--- config.mk ---
export PLATFORM = sky130hd
export DESIGN_NAME = pipe_ctrl
export DESIGN_NICKNAME = d
export VERILOG_FILES = /design/src/rtl/pipe_ctrl.sv
export SDC_FILE = /design/constraint.sdc
export NUM_CORES = 1
export LEC_CHECK = 0
export BUFFER_PORTS_ARGS = -buffer_cell sky130_fd_sc_hd__clkbuf_2
export CAP_MARGIN = 20
export CORE_MARGIN = 10
export CORE_UTILIZATION = 44
export DETAILED_ROUTE_END_ITERATION = 16
export PLACE_DENSITY = 0.85
export SYNTH_ARGS = -nofsm -noshare
export SYNTH_HDL_FRONTEND = slang
export SYNTH_SLANG_ARGS = --single-unit
--- constraint.sdc ---
create_clock -name clk -period 2 [get_ports clk]
set_clock_uncertainty 0.2 [all_clocks]
set_input_delay 0.1 -clock clk [delete_from_list [all_inputs] [get_ports clk]]
set_output_delay 0.1 -clock clk [all_outputs]
set_load 0.02 [all_outputs]
--- src/rtl/pipe_ctrl.sv ---
// ---------------------------------------------------------------------------
// pipe_ctrl
//   Central pipeline controller for the 5-stage core. It merges the per-stage
//   stall requests into one stall vector for the pc and stage registers. It
//   also sequences exception and eret redirects: a one-cycle flush pulse that
//   carries the redirect PC, followed by a refill window.
//
//   Optional feature: define PIPE_CTRL_PERF_CNT_EN to add the stall_cycles
//   performance counter port. Without the macro the port and counter are absent.
//
// Parameters
//   ADDR_W         width of the PC / redirect address
//   REFILL_CYCLES  number of cycles spent in REFILL after a flush (1..15)
//   CNT_W          width of stall_cycles (PIPE_CTRL_PERF_CNT_EN only)
//
// Ports
//   clk            rising-edge clock
//   rst            synchronous reset, active-high
//   stallreq_if    fetch not ready (instruction memory wait)
//   stallreq_id    decode hazard (load-use)
//   stallreq_ex    execute multi-cycle op busy
//   stallreq_mem   data memory wait
//   excp_valid     exception committed in MEM this cycle
//   excp_vector    handler entry address
//   eret_valid     eret committed in MEM this cycle
//   epc            return address for eret
//   stall[5:0]     [0]pc [1]if_id [2]id_ex [3]ex_mem [4]mem_wb [5]wb, 1 = hold
//   flush          clear all stage registers to bubble
//   new_pc         redirect target, valid only with new_pc_valid
//   new_pc_valid   pc loads new_pc on this edge
//   state_o        current FSM state (debug)
//   stall_cycles   saturating count of cycles with stall[0]=1 (optional)
// ---------------------------------------------------------------------------
// state  | meaning
// RUN    | normal flow; accepts exception / eret redirects
// FLUSH  | one cycle: flush + new_pc_valid, stall forced low
// REFILL | pipeline refilling; redirects dropped; down-counter to RUN
// (3)    | unused encoding, recovers to RUN, outputs as RUN
// ---------------------------------------------------------------------------
module pipe_ctrl #(
    parameter int ADDR_W        = 32,
    parameter int REFILL_CYCLES = 2,
    parameter int CNT_W         = 32
) (
    input  logic              clk,
    input  logic              rst,
    input  logic              stallreq_if,
    input  logic              stallreq_id,
    input  logic              stallreq_ex,
    input  logic              stallreq_mem,
    input  logic              excp_valid,
    input  logic [ADDR_W-1:0] excp_vector,
    input  logic              eret_valid,
    input  logic [ADDR_W-1:0] epc,
    output logic [5:0]        stall,
    output logic              flush,
    output logic [ADDR_W-1:0] new_pc,
    output logic              new_pc_valid,
    output logic [1:0]        state_o
`ifdef PIPE_CTRL_PERF_CNT_EN
    ,
    output logic [CNT_W-1:0]  stall_cycles
`endif
);

    // Elaboration-time parameter sanity checks.
    generate
        if (REFILL_CYCLES < 1 || REFILL_CYCLES > 15) begin : g_bad_refill
            $error("pipe_ctrl: REFILL_CYCLES must be in 1..15");
        end
        if (CNT_W < 1) begin : g_bad_cnt_w
            $error("pipe_ctrl: CNT_W must be at least 1");
        end
        if (ADDR_W < 1) begin : g_bad_addr_w
            $error("pipe_ctrl: ADDR_W must be at least 1");
        end
    endgenerate

    typedef enum logic [1:0] {
        ST_RUN    = 2'd0,
        ST_FLUSH  = 2'd1,
        ST_REFILL = 2'd2,
        ST_RSVD   = 2'd3
    } state_t;

    // FLUSH loads REFILL_CYCLES-1, so REFILL lasts exactly REFILL_CYCLES cycles
    // because the terminal count of zero is itself one REFILL cycle.
    localparam logic [3:0] REFILL_LOAD = 4'(REFILL_CYCLES - 1);

    state_t            state_q, state_d;
    logic [3:0]        refill_cnt_q, refill_cnt_d;
    logic [ADDR_W-1:0] new_pc_q, new_pc_d;
    logic [5:0]        stall_req;

    // -----------------------------------------------------------------------
    // Stall request merge: the deepest stalled stage wins and freezes every
    // stage upstream of it. Purely combinational, so a request holds the
    // pipeline in the same cycle it is raised.
    // -----------------------------------------------------------------------
    always_comb begin
        stall_req = 6'b000000;
        if (stallreq_mem) begin
            stall_req = 6'b011111;
        end else if (stallreq_ex) begin
            stall_req = 6'b001111;
        end else if (stallreq_id) begin
            stall_req = 6'b000111;
        end else if (stallreq_if) begin
            stall_req = 6'b000011;
        end
    end

    // -----------------------------------------------------------------------
    // State register
    // -----------------------------------------------------------------------
    always_ff @(posedge clk) begin
        if (rst) begin
            state_q      <= ST_RUN;
            refill_cnt_q <= 4'd0;
            new_pc_q     <= '0;
        end else begin
            state_q      <= state_d;
            refill_cnt_q <= refill_cnt_d;
            new_pc_q     <= new_pc_d;
        end
    end

    // -----------------------------------------------------------------------
    // Next-state logic
    // -----------------------------------------------------------------------
    always_comb begin
        state_d      = state_q;
        refill_cnt_d = refill_cnt_q;
        new_pc_d     = new_pc_q;
        unique case (state_q)
            ST_RUN: begin
                // The exception wins over eret when both commit together;
                // either one wins over any stall request.
                if (excp_valid) begin
                    state_d  = ST_FLUSH;
                    new_pc_d = excp_vector;
                end else if (eret_valid) begin
                    state_d  = ST_FLUSH;
                    new_pc_d = epc;
                end
            end
            ST_FLUSH: begin
                state_d      = ST_REFILL;
                refill_cnt_d = REFILL_LOAD;
            end
            ST_REFILL: begin
                // Redirects arriving here are dropped on purpose: the
                // instructions raising them are wrong-path leftovers.
                if (refill_cnt_q == 4'd0) begin
                    state_d = ST_RUN;
                end else begin
                    refill_cnt_d = refill_cnt_q - 4'd1;
                end
            end
            default: begin
                state_d = ST_RUN;
            end
        endcase
    end

    // -----------------------------------------------------------------------
    // Output logic. flush / new_pc_valid decode the registered state, giving
    // the one-cycle latency from the accepting edge.
    // -----------------------------------------------------------------------
    always_comb begin
        stall        = stall_req;
        flush        = 1'b0;
        new_pc_valid = 1'b0;
        new_pc       = new_pc_q;
        state_o      = state_q;
        if (state_q == ST_FLUSH) begin
            stall        = 6'b000000;
            flush        = 1'b1;
            new_pc_valid = 1'b1;
        end
    end

`ifdef PIPE_CTRL_PERF_CNT_EN
    // -----------------------------------------------------------------------
    // Stall cycle counter: counts cycles with the pc held and saturates at
    // all-ones so that a long soak never wraps back to a small value.
    // -----------------------------------------------------------------------
    logic [CNT_W-1:0] stall_cycles_q, stall_cycles_d;

    always_comb begin
        stall_cycles_d = stall_cycles_q;
        if (stall[0] && (stall_cycles_q != {CNT_W{1'b1}})) begin
            stall_cycles_d = stall_cycles_q + {{(CNT_W-1){1'b0}}, 1'b1};
        end
    end

    always_ff @(posedge clk) begin
        if (rst) begin
            stall_cycles_q <= '0;
        end else begin
            stall_cycles_q <= stall_cycles_d;
        end
    end

    assign stall_cycles = stall_cycles_q;
`endif

endmodule
==> summary.md, run 1 <==
| Metric | Value |
|---|---|
| Status | `completed` |
| Die H | `87.4 um` |
| Crit-path max FO | `9` |
| CTS sink count | `38` |
| Number of global-route vias before repair | `2270` |
| Total CTS buffers | `5` |
| Relative slew slack | `0.608` |
| Initial DRC count | `77` |
| Largest net degree at the start of global routing | `33` |
| Max-cap violations | `0` |
| Crit path required time | `1700 ps` |
| Cell family with most CP delay | `simple AND/OR/NAND/NOR gates` |
| LEAKAGE | `1.46 nW` |
| Main synth FF type | `dfxtp_1` |
| Placed Area | `2550 um^2` |
| Async SR Flop Fraction | `0` |
| Postcts setup bufs | `0` |
| PwrDens | `695 nW/um^2` |
| PostCTS Resize Cnt | `0` |
| Antenna-violating nets left | `0` |
| Die W | `87.4 um` |
| Critical-path cell list | `nor2b_1 -> a21oi_1 -> clkbuf_2` |
| Total congestion overflow | `0` |
| Crit Path Class | `flip-flop to output port` |
| Yosys warns | `0` |
| CTS max path bufs | `2` |
| Period utilization | `0.920` |
| Slew @ Worst Pin | `587 ps` |
| First-pass GRT wire length | `11000 um` |
| Fillers | `326` |
| Total Neg Setup Slack | `0 ps` |
| # DRC | `0` |
| # setup viols final | `0` |
| Worst Hold Class | `primary input to flip-flop` |
| HPWL Detailed | `4280 um` |
| IO buf count | `112` |
| Gr usage total | `0.177` |
| Htree depth | `2` |
| I/O pins | `114` |
| Syn Area/Cell | `10.3 um^2` |
| Die area | `7630 um^2` |
| Max stage delay cell, worst path | `nor2b_1` |
| Crit. End Element | `output port` |
| Wire length per cell | `17.3 um` |
| Core ar. | `4380 um^2` |
| Placed Cells incl. Taps | `340` |
| # nets final | `418` |
| Initial Util | `0.455` |
| Tot Pwr | `2.18 mW` |
| Area of the multi-input gates | `1080 um^2` |
| Crit path buffers/inverters | `1` |
| Final min period | `1840 ps` |
| Share of cells above drive strength 1 | `0.453` |
| Synth unique cells | `29` |
| Flops & latches, synth | `38` |
| Synth Cell Area | `2000 um^2` |
| EDFF count, synth | `0` |
| Area delta synth->final | `57.1%` |
| RSZ-0062 raised after global routing | `false` |
| Reg clk slew, reported paths | `70 ps` |
| Final Hold Viols | `0` |
| Post-Synthesis Cells | `193` |
| Storage element area | `761 um^2` |
| Final Instance Count excl. Fillers | `398` |
| Critical path arrival | `1540 ps` |
| Routed vias | `2103` |
| TritonCTS clock tree | `yes` |
| Syn_nets | `266` |
| Max incr delay on CP | `530 ps` |
| Via-to-Cell Ratio | `5.28` |
| DRT Wirelength | `6870 um` |
| Cell Rows | `24` |
| Register area share after synthesis | `0.381` |
| CTS root buffer | `clkbuf_8` |
| Initial antenna violation count | `0` |
| Setup crit start kind | `flip-flop` |
| Hold WS | `6.51 ps` |
| First-pass iteration count of the detailed router | `4` |
| Placer Congestion | `0.778` |
| Max Freq | `0.544 GHz` |
| Hold-fix buffer count after cts | `49` |
| VDD IR-drop max | `0.415 mV` |
| Final Cell Area | `3140 um^2` |
| Max-slew violations | `0` |
| Clk Latency, worst-skew pair | `280 ps` |
==> worst paths after layout <==
| check | to | cells past startpoint | slack, ps | from |
|---|---|---|---|---|
| max | stall[1] | 3 | 160 | state_o[0] |
| min reg2reg | refill_cnt_q[0] | 2 | 320 | refill_cnt_q[0] |
| min | new_pc[27] | 3 | 7 | excp_vector[27] |
| max reg2reg | refill_cnt_q[1] | 5 | 250 | refill_cnt_q[0] |
==> layout make-up <==
class | instances | share of cell area
flip-flops and latches | 38 | 0.243
clock buffers | 6 | 0.0263
repair buffers | 168 | 0.361
inverters | 4 | 0.00479
well taps | 52 | 0.0207
diodes | 2 | 0.00160
multi-input cells | 128 | 0.343
==> layer usage <==
layer  GRT usage  wire [um]  vias up
li1            -          -     1012
met1       0.180       2490      990
met2       0.324       3710       89
met3      0.0627        553       12
met4      0.0580        116        0
met5           0          0        -
==> where the power goes <==
part / switching [mW] / total, mW / internal (mW)
Clock: 0.240 / 0.506 / 0.266
Sequential: 0.0496 / 0.893 / 0.843
Combinational: 0.431 / 0.781 / 0.349
Total: 0.721 / 2.18 / 1.46
==> synthesized netlist by cell type, types with 2 or more instances <==
cell type	instances	area, um^2
a211oi_1	2	15.0
a211oi_2	30	375
a21oi_1	37	185
buf_2	3	15.0
buf_4	3	22.5
buf_6	6	67.6
clkbuf_1	11	41.3
dfxtp_1	38	761
inv_1	4	15.0
mux2i_1	32	320
nor2_1	5	18.8
nor2b_1	4	25.0
or3b_1	2	17.5
==> cell usage in the layout, fill, tap and decap left out, types with 2 or more instances in the layout <==
| master | netlist | layout |
|---|---|---|
| a21oi_1 | 37 | 37 |
| a211oi_1 | 2 | 2 |
| diode_2 | 0 | 2 |
| mux2i_1 | 32 | 32 |
| nor2_1 | 5 | 4 |
| dfxtp_1 | 38 | 38 |
| clkbuf_2 | 0 | 112 |
| inv_1 | 4 | 4 |
| buf_4 | 3 | 4 |
| a211oi_2 | 30 | 30 |
| nor2b_1 | 4 | 4 |
| dlygate4sd3_1 | 0 | 50 |
| or3b_1 | 2 | 2 |
| clkbuf_8 | 0 | 6 |
| buf_12 | 0 | 2 |
==> flip-flops by register name, summed over array words and instances (netlist names) <==
signal / cells
new_pc: 32
refill_cnt_q: 4
state_o: 2
==> through the flow <==
| stage | setup WS, ps | util |
|---|---|---|
| 2_1_floorplan | 217 | - |
| 3_3_place_gp | 332 | 0.581 |
| 3_5_place_dp | 266 | 0.581 |
| 4_1_cts | 151 | 0.712 |
| 5_1_grt | 19.4 | 0.714 |
| 6_report | 161 | 0.715 |
==> cell families after synthesis <==
family	Yosys count	synth area share
AO/OA/AOI/OAI	75	0.312
adder cells (fa/ha/maj)	1	0.00626
buffers and inverters	27	0.0808
flip-flops	38	0.381
multiplexers	32	0.160
other	1	0.00188
AND/OR/NAND/NOR	19	0.0576
==> worst min-delay path: stages <==
cell,delay (ps)
clkbuf_2,80
mux2i_1,170
a211oi_2,90
Note: power is estimated with default switching activity, not from simulation.
==> run 2, diff against run 1 <==
Settings changed: ABC_AREA from default to 1.
==> summary.md, run 2 <==
| Metric | Value |
|---|---|
| HPWL Detailed | `4410 um (+3.1%)` |
| Core ar. | `4350 um^2 (-0.68%)` |
| Commonest non-fill, non-tap cells in the layout | `112 x clkbuf_2, 62 x nor2_1, 53 x dlygate4sd3_1` |
| Number of global-route vias before repair | `2425 (+6.8%)` |
| Status | `complete, but fails checks` |
| Largest net degree at the start of global routing | `39 (+18%)` |
| Crit path required time | `1700 ps (about the same)` |
| Htree depth | `2 (unchanged)` |
| Flops & latches, synth | `38 (unchanged)` |
| Area contributors post-synth | `dfxtp_1 39%, nor2_1 12%, o21ai_0 11%` |
| Syn_nets | `369 (+39%)` |
| # DRC | `0 (unchanged)` |
| Gr usage total | `0.183 (+0.00603)` |
| Placed Cells incl. Taps | `445 (+31%)` |
| Max-cap violations | `0 (unchanged)` |
| Area delta synth->final | `58.8%` |
| Via-to-Cell Ratio | `4.60 (-13%)` |
| I/O pins | `114 (unchanged)` |
| Post-Synth Simple-Gate Area | `0.261 (+0.203)` |
| Most common cell in the synthesized netlist | `nor2_1` |
| Postcts setup bufs | `0 (unchanged)` |
| Max Freq | `0.583 GHz (+7.2%)` |
| Commonest non-fill, non-tap cell in the layout | `clkbuf_2` |
| Area share of the largest cell type after synthesis | `0.386 (+0.00532)` |
| VDD IR-drop max | `0.397 mV (-4.3%)` |
| Main synth FF type | `dfxtp_1` |
| CTS sink count | `38 (unchanged)` |
| Routed vias | `2338 (+11%)` |
| EDFF count, synth | `0 (unchanged)` |
| Crit Path Class | `flip-flop to output port` |
| Adder-cell area share of the yosys netlist | `0.00635 (+0.0000876)` |
| Worst reg2reg setup slack | `520 ps (+270 ps)` |
| IO buf count | `112 (unchanged)` |
| Total Neg Setup Slack | `0 ps (unchanged)` |
| Wire length per cell | `13.6 um (-21%)` |
| DRT Wirelength | `6910 um (+0.58%)` |
| Mux contribution to synthesized area | `0 (-0.160)` |
| Failing checks | `hold timing` |
| Hold path depth | `5 (+2)` |
| CTS root buffer | `clkbuf_8` |
| Die H | `86.9 um (-0.53%)` |
| Register area share after synthesis | `0.386 (+0.00532)` |
| RSZ-0062 raised after global routing | `false` |
| HP Start | `epc[20]` |
| Die area | `7550 um^2 (-1.1%)` |
| Synth Area in Compound Gates | `0.184 (-0.128)` |
| TritonCTS clock tree | `yes` |
| First-pass GRT wire length | `11200 um (+2.1%)` |
| Reg2reg start | `state_o[1]` |
| Antenna-violating nets left | `0 (unchanged)` |
| XOR/XNOR Fraction of Synth Area | `0.00445 (+0.00445)` |
| Crit. End Element | `output port` |
| Critical path arrival | `1420 ps (-120 ps)` |
| Initial antenna violation count | `2 (+2)` |
| R2r endpoint | `new_pc[6]` |
| Initial DRC count | `65 (-16%)` |
| Max-slew violations | `0 (unchanged)` |
| Cell Rows | `24 (unchanged)` |
| Top post-synthesis cells by count | `63 x nor2_1, 44 x o21ai_0, 43 x inv_1, 40 x nand2_1, 38 x dfxtp_1` |
| # nets final | `526 (+26%)` |
| Max FFs per register | `32 (unchanged)` |
| Period utilization | `0.858 (-0.0616)` |
| Hold WS | `-6.38 ps (-12.9 ps)` |
| Die W | `86.9 um (-0.53%)` |
| Post-Synthesis Cells | `296 (+53%)` |
| Async SR Flop Fraction | `0 (unchanged)` |
| WHS Endpoint | `new_pc[20]` |
| Initial Util | `0.452 (-0.00318)` |
| CTS max path bufs | `2 (unchanged)` |
| Yosys warns | `0 (unchanged)` |
| Synth unique cells | `19 (-34%)` |
| Final Hold Viols | `2 (+2)` |
| LEAKAGE | `1.68 nW (+15%)` |
| Placer Congestion | `0.755 (-3.0%)` |
| Reg clk slew, reported paths | `70 ps (about the same)` |
| Reg2reg path depth | `6 (+1)` |
| Clk Latency, worst-skew pair | `290 ps (about the same)` |
| Final Instance Count excl. Fillers | `508 (+28%)` |
| Syn Area/Cell | `6.65 um^2 (-36%)` |
| Worst Hold Class | `primary input to flip-flop` |
| Share of cells above drive strength 1 | `0.302 (-0.152)` |
| Total congestion overflow | `0 (unchanged)` |
| Synth Cell Area | `1970 um^2 (-1.4%)` |
| Setup crit start kind | `flip-flop` |
| # setup viols final | `0 (unchanged)` |
| Combinational family with the most area after synthesis | `simple AND/OR/NAND/NOR gates` |
| Crit-path max FO | `7 (-2)` |
| Final min period | `1720 ps (-123 ps)` |
| Cell accounting for the most synthesized area | `dfxtp_1` |
| Total CTS buffers | `5 (unchanged)` |
| PwrDens | `684 nW/um^2 (-1.5%)` |
| First-pass iteration count of the detailed router | `4 (unchanged)` |
-- run 2: how the worst max path moves through the flow --
stage | slack (ps) | start | end
final | 280 | state_o[0] | stall[1]
after global routing | 180 | state_o[0] | stall[1]
after CTS | 270 | state_o[0] | stall[0]
after detailed placement | 550 | state_o[0] | new_pc[21]
after global placement | 620 | state_o[0] | new_pc[0]
after floorplan | 200 | state_o[0] | stall[1]
-- run 2: metal layers --
layer / track usage / part of all wire / vias to the layer above
li1: - / - / 1226
met1: 0.169 / 0.34 / 1014
met2: 0.339 / 0.53 / 81
met3: 0.0796 / 0.088 / 17
met4: 0.0736 / 0.033 / 0
met5: 0 / 0 / -
-- run 2: what timing repair did --
action,in CTS,in global routing
gates resized for setup,0,0
endpoints found under the hold margin,35,0
hold buffers,53,0
endpoints found under the setup margin,0,0
-- run 2: metrics by stage --
stage / instance area [um^2] / utilization / hold WS [ps] / setup WS (ps) / power [mW]
CTS: 3120 / 0.717 / 0.157 / 272 / 2.15
global route: 3130 / 0.718 / 24.7 / 180 / 2.28
global placement: 2500 / 0.574 / 151 / 615 / 1.49
detailed placement: 2500 / 0.574 / 159 / 548 / 1.51
floorplan: 1970 / - / -30.9 / 199 / 1.31
finish: 3130 / 0.718 / -6.38 / 284 / 2.14
-- run 2: layout make-up --
cell class | count | area (um^2)
antenna | 2 | 5.00
clock buffer | 7 | 86.3
clock inverter | 1 | 5.00
fill | 349 | 1230
inverter | 44 | 168
multi-input combinational | 195 | 905
sequential | 38 | 761
tap | 52 | 65.1
timing repair buffer | 169 | 1130
-- run 2: cells by family after synthesis --
| family | after synthesis |
|---|---|
| compound gates | 72 |
| xor+xnor | 1 |
| fa+ha+maj | 1 |
| buf+inv | 63 |
| flops | 38 |
| other cells | 1 |
| simple gates | 120 |
-- run 2: power by group --
group          internal, mW  switching, mW  total (mW)
registers             0.842         0.0469       0.889
clock network         0.278          0.262       0.541
logic                 0.299          0.411       0.710
total                  1.42          0.721        2.14
-- run 2: critical path, stage by stage, from the launching register on --
cell      delay [ps]
dfxtp_1          330
inv_1             70
nor2_2           240
inv_1            130
a21o_1           210
clkbuf_2         150
==> run 3, diff against run 2 <==
Settings changed: CORE_ASPECT_RATIO from default to 2, RECOVER_POWER from default to 25.
==> summary.md, run 3 (same netlist as run 2, synthesis figures left out) <==
| Metric | Value |
|---|---|
| Status | `complete, but fails checks` |
| Failing checks | `hold timing` |
| Max stage delay cell, worst path | `dlygate4sd3_1` |
| Worst setup path endpoint | `new_pc[23]` |
| Share of cells above drive strength 1 | `0.262 (-0.0394)` |
| Max-cap violations | `0 (unchanged)` |
| Crit path required time | `1980 ps (+280 ps)` |
| GRT met2 Usage | `0.338 (-0.000685)` |
| # nets final | `518 (-1.5%)` |
| # DRC | `0 (unchanged)` |
| CTS sink count | `38 (unchanged)` |
| Total congestion overflow | `0 (unchanged)` |
| HP Start | `excp_vector[19]` |
| IO buf count | `112 (unchanged)` |
| Initial antenna violation count | `0 (-2)` |
| Antenna-violating nets left | `0 (unchanged)` |
| First-pass iteration count of the detailed router | `4 (unchanged)` |
| I/O pins | `114 (unchanged)` |
| Met1 usage | `0.160 (-0.00979)` |
| Busiest layer in global routing | `met2` |
| Crit path buffers/inverters | `3 (unchanged)` |
| Wire length per cell | `13.9 um (+2.1%)` |
| DRT Wirelength | `6960 um (+0.68%)` |
| Commonest non-fill, non-tap cells in the layout | `93 x clkbuf_2, 62 x nor2_1, 47 x dlygate4sd3_1` |
| Psw | `0.716 mW (-0.72%)` |
| Cell family with most CP delay | `buffers and inverters` |
| Max incr delay on CP | `610 ps (+280 ps)` |
| Total Neg Setup Slack | `0 ps (unchanged)` |
| HPWL Detailed | `4550 um (+3.0%)` |
| Commonest non-fill, non-tap cell in the layout | `clkbuf_2` |
| Final Cell Area | `3040 um^2 (-2.9%)` |
| Switch share | `0.326 (-0.0104)` |
| Final min period | `1780 ps (+59.2 ps)` |
| RSZ-0062 raised after global routing | `false` |
| Htree depth | `2 (unchanged)` |
| Reg2reg path depth | `6 (unchanged)` |
| Critical path launch point | `excp_valid` |
| Total CTS buffers | `5 (unchanged)` |
| Die area | `7710 um^2 (+2.1%)` |
| PwrDens | `722 nW/um^2 (+5.5%)` |
| Met3 usage | `0.0520 (-0.0276)` |
| Placer Congestion | `0.758 (+0.37%)` |
| Combinational power share | `0.312 (-0.020)` |
| Critical path arrival | `1760 ps (+340 ps)` |
| Critical-path cell list | `clkbuf_2 -> buf_6 -> o21ai_0 -> dlygate4sd3_1 -> nor2_1 -> nor2_1` |
| Placed Area | `2480 um^2 (-1.0%)` |
| Setup crit start kind | `primary input` |
| CTS max path bufs | `2 (unchanged)` |
| Crit Path Class | `primary input to flip-flop` |
| Clk Latency, worst-skew pair | `280 ps (about the same)` |
| Crit. End Element | `flip-flop` |
| Initial DRC count | `134 (+110%)` |
| First-pass GRT wire length | `11000 um (-2.4%)` |
| Cell Rows | `34 (+42%)` |
| Core ar. | `4340 um^2 (-0.34%)` |
| Max Freq | `0.563 GHz (-3.3%)` |
| Die H | `115 um (+32%)` |
| Period utilization | `0.888 (+0.0296)` |
| Worst reg2reg setup slack | `240 ps (-280 ps)` |
| Final Hold Viols | `1 (-1)` |
| R2r endpoint | `new_pc[9]` |
| Reg2reg start | `state_o[0]` |
| CTS root buffer | `clkbuf_8` |
| Reg clk slew, reported paths | `80 ps (about the same)` |
| Largest net degree at the start of global routing | `45 (+15%)` |
| Internal cell power | `1.48 mW (+4.0%)` |
| Most used cell, CP | `nor2_1` |
| Max-slew violations | `0 (unchanged)` |
| Initial Util | `0.454 (+0.00157)` |
| Hold WS | `-1.39 ps (+4.98 ps)` |
| Fillers | `382 (+9.5%)` |
| Clock power share | `0.284 (+0.031)` |
| Routed vias | `2362 (+1.0%)` |
| Max FFs per register | `32 (unchanged)` |
| Crit-path max FO | `44 (+37)` |
| Critical path depth in cells | `6 (+1)` |
| Gr usage total | `0.180 (-0.00299)` |
| Number of global-route vias before repair | `2462 (+1.5%)` |
| Area delta synth->final | `54.3%` |
| VDD IR-drop max | `0.741 mV (+87%)` |
| LEAKAGE | `1.59 nW (-5.4%)` |
| Die W | `67.3 um (-23%)` |
| # setup viols final | `0 (unchanged)` |
| Seq pwr share | `0.404 (-0.012)` |
| TritonCTS clock tree | `yes` |
| Worst Hold Class | `primary input to flip-flop` |
| Via-to-Cell Ratio | `4.71 (+2.4%)` |
[run 3: layout make-up]
cell class,count,area [um^2],share of cell area
Clock buffer,5,68.8,0.0227
Sequential cell,38,761,0.250
Clock inverter,3,40.0,0.0132
Timing Repair Buffer,161,1030,0.338
Inverter,44,168,0.0552
Tap cell,54,67.6,0.0222
Multi-Input combinational cell,195,905,0.298
Antenna cell,1,2.50,0.000824
[run 3: layer usage]
metal	vias to the layer above	wire length, um
met4	0	257
met3	18	471
met5	-	0
li1	1205	-
met2	94	3870
met1	1045	2360
[run 3: worst min-delay path by stage]
| stage | end | slack (ps) | cells after the start |
|---|---|---|---|
| 4_1_cts | new_pc[8] | 2 | 5 |
| 6_report | new_pc[19] | -1 | 5 |
| 3_5_place_dp | refill_cnt_q[1] | 160 | 2 |
| 2_1_floorplan | refill_cnt_q[1] | -30 | 1 |
| 5_1_grt | new_pc[8] | 30 | 5 |
| 3_3_place_gp | refill_cnt_q[2] | 160 | 2 |
[run 3: power by group through the flow]
stage	registers, mW	logic (mW)	clock network [mW]
3_3_place_gp	0.901	0.583	0
5_1_grt	0.897	0.755	0.669
2_1_floorplan	0.998	0.315	0
6_report	0.887	0.683	0.623
3_5_place_dp	0.902	0.598	0
4_1_cts	0.886	0.686	0.641
[run 3: repair_timing]
| item | in CTS | in global routing |
|---|---|---|
| endpoints found under the hold margin | 31 | 0 |
| hold buffers | 47 | 0 |
| setup buffers | 0 | 0 |
| gates resized for setup | 0 | 1 |
| setup endpoints to repair | 0 | 1 |
[run 3: worst reg2reg max path, delay by kind of cell, from the launching register on]
kind,cells,cell delay (ps)
buffers and inverters,2,350
flip-flops,1,310
AND/OR/NAND/NOR,4,790
[run 3: per-stage QoR]
stage | cells | worst slack [ps] | util | power (mW)
after floorplan | 296 | 199 | - | 1.31
after global placement | 445 | 321 | 0.571 | 1.48
after detailed placement | 445 | 255 | 0.571 | 1.50
after CTS | 500 | 227 | 0.704 | 2.21
after global routing | 500 | 71.8 | 0.700 | 2.32
final | 501 | 225 | 0.700 | 2.19
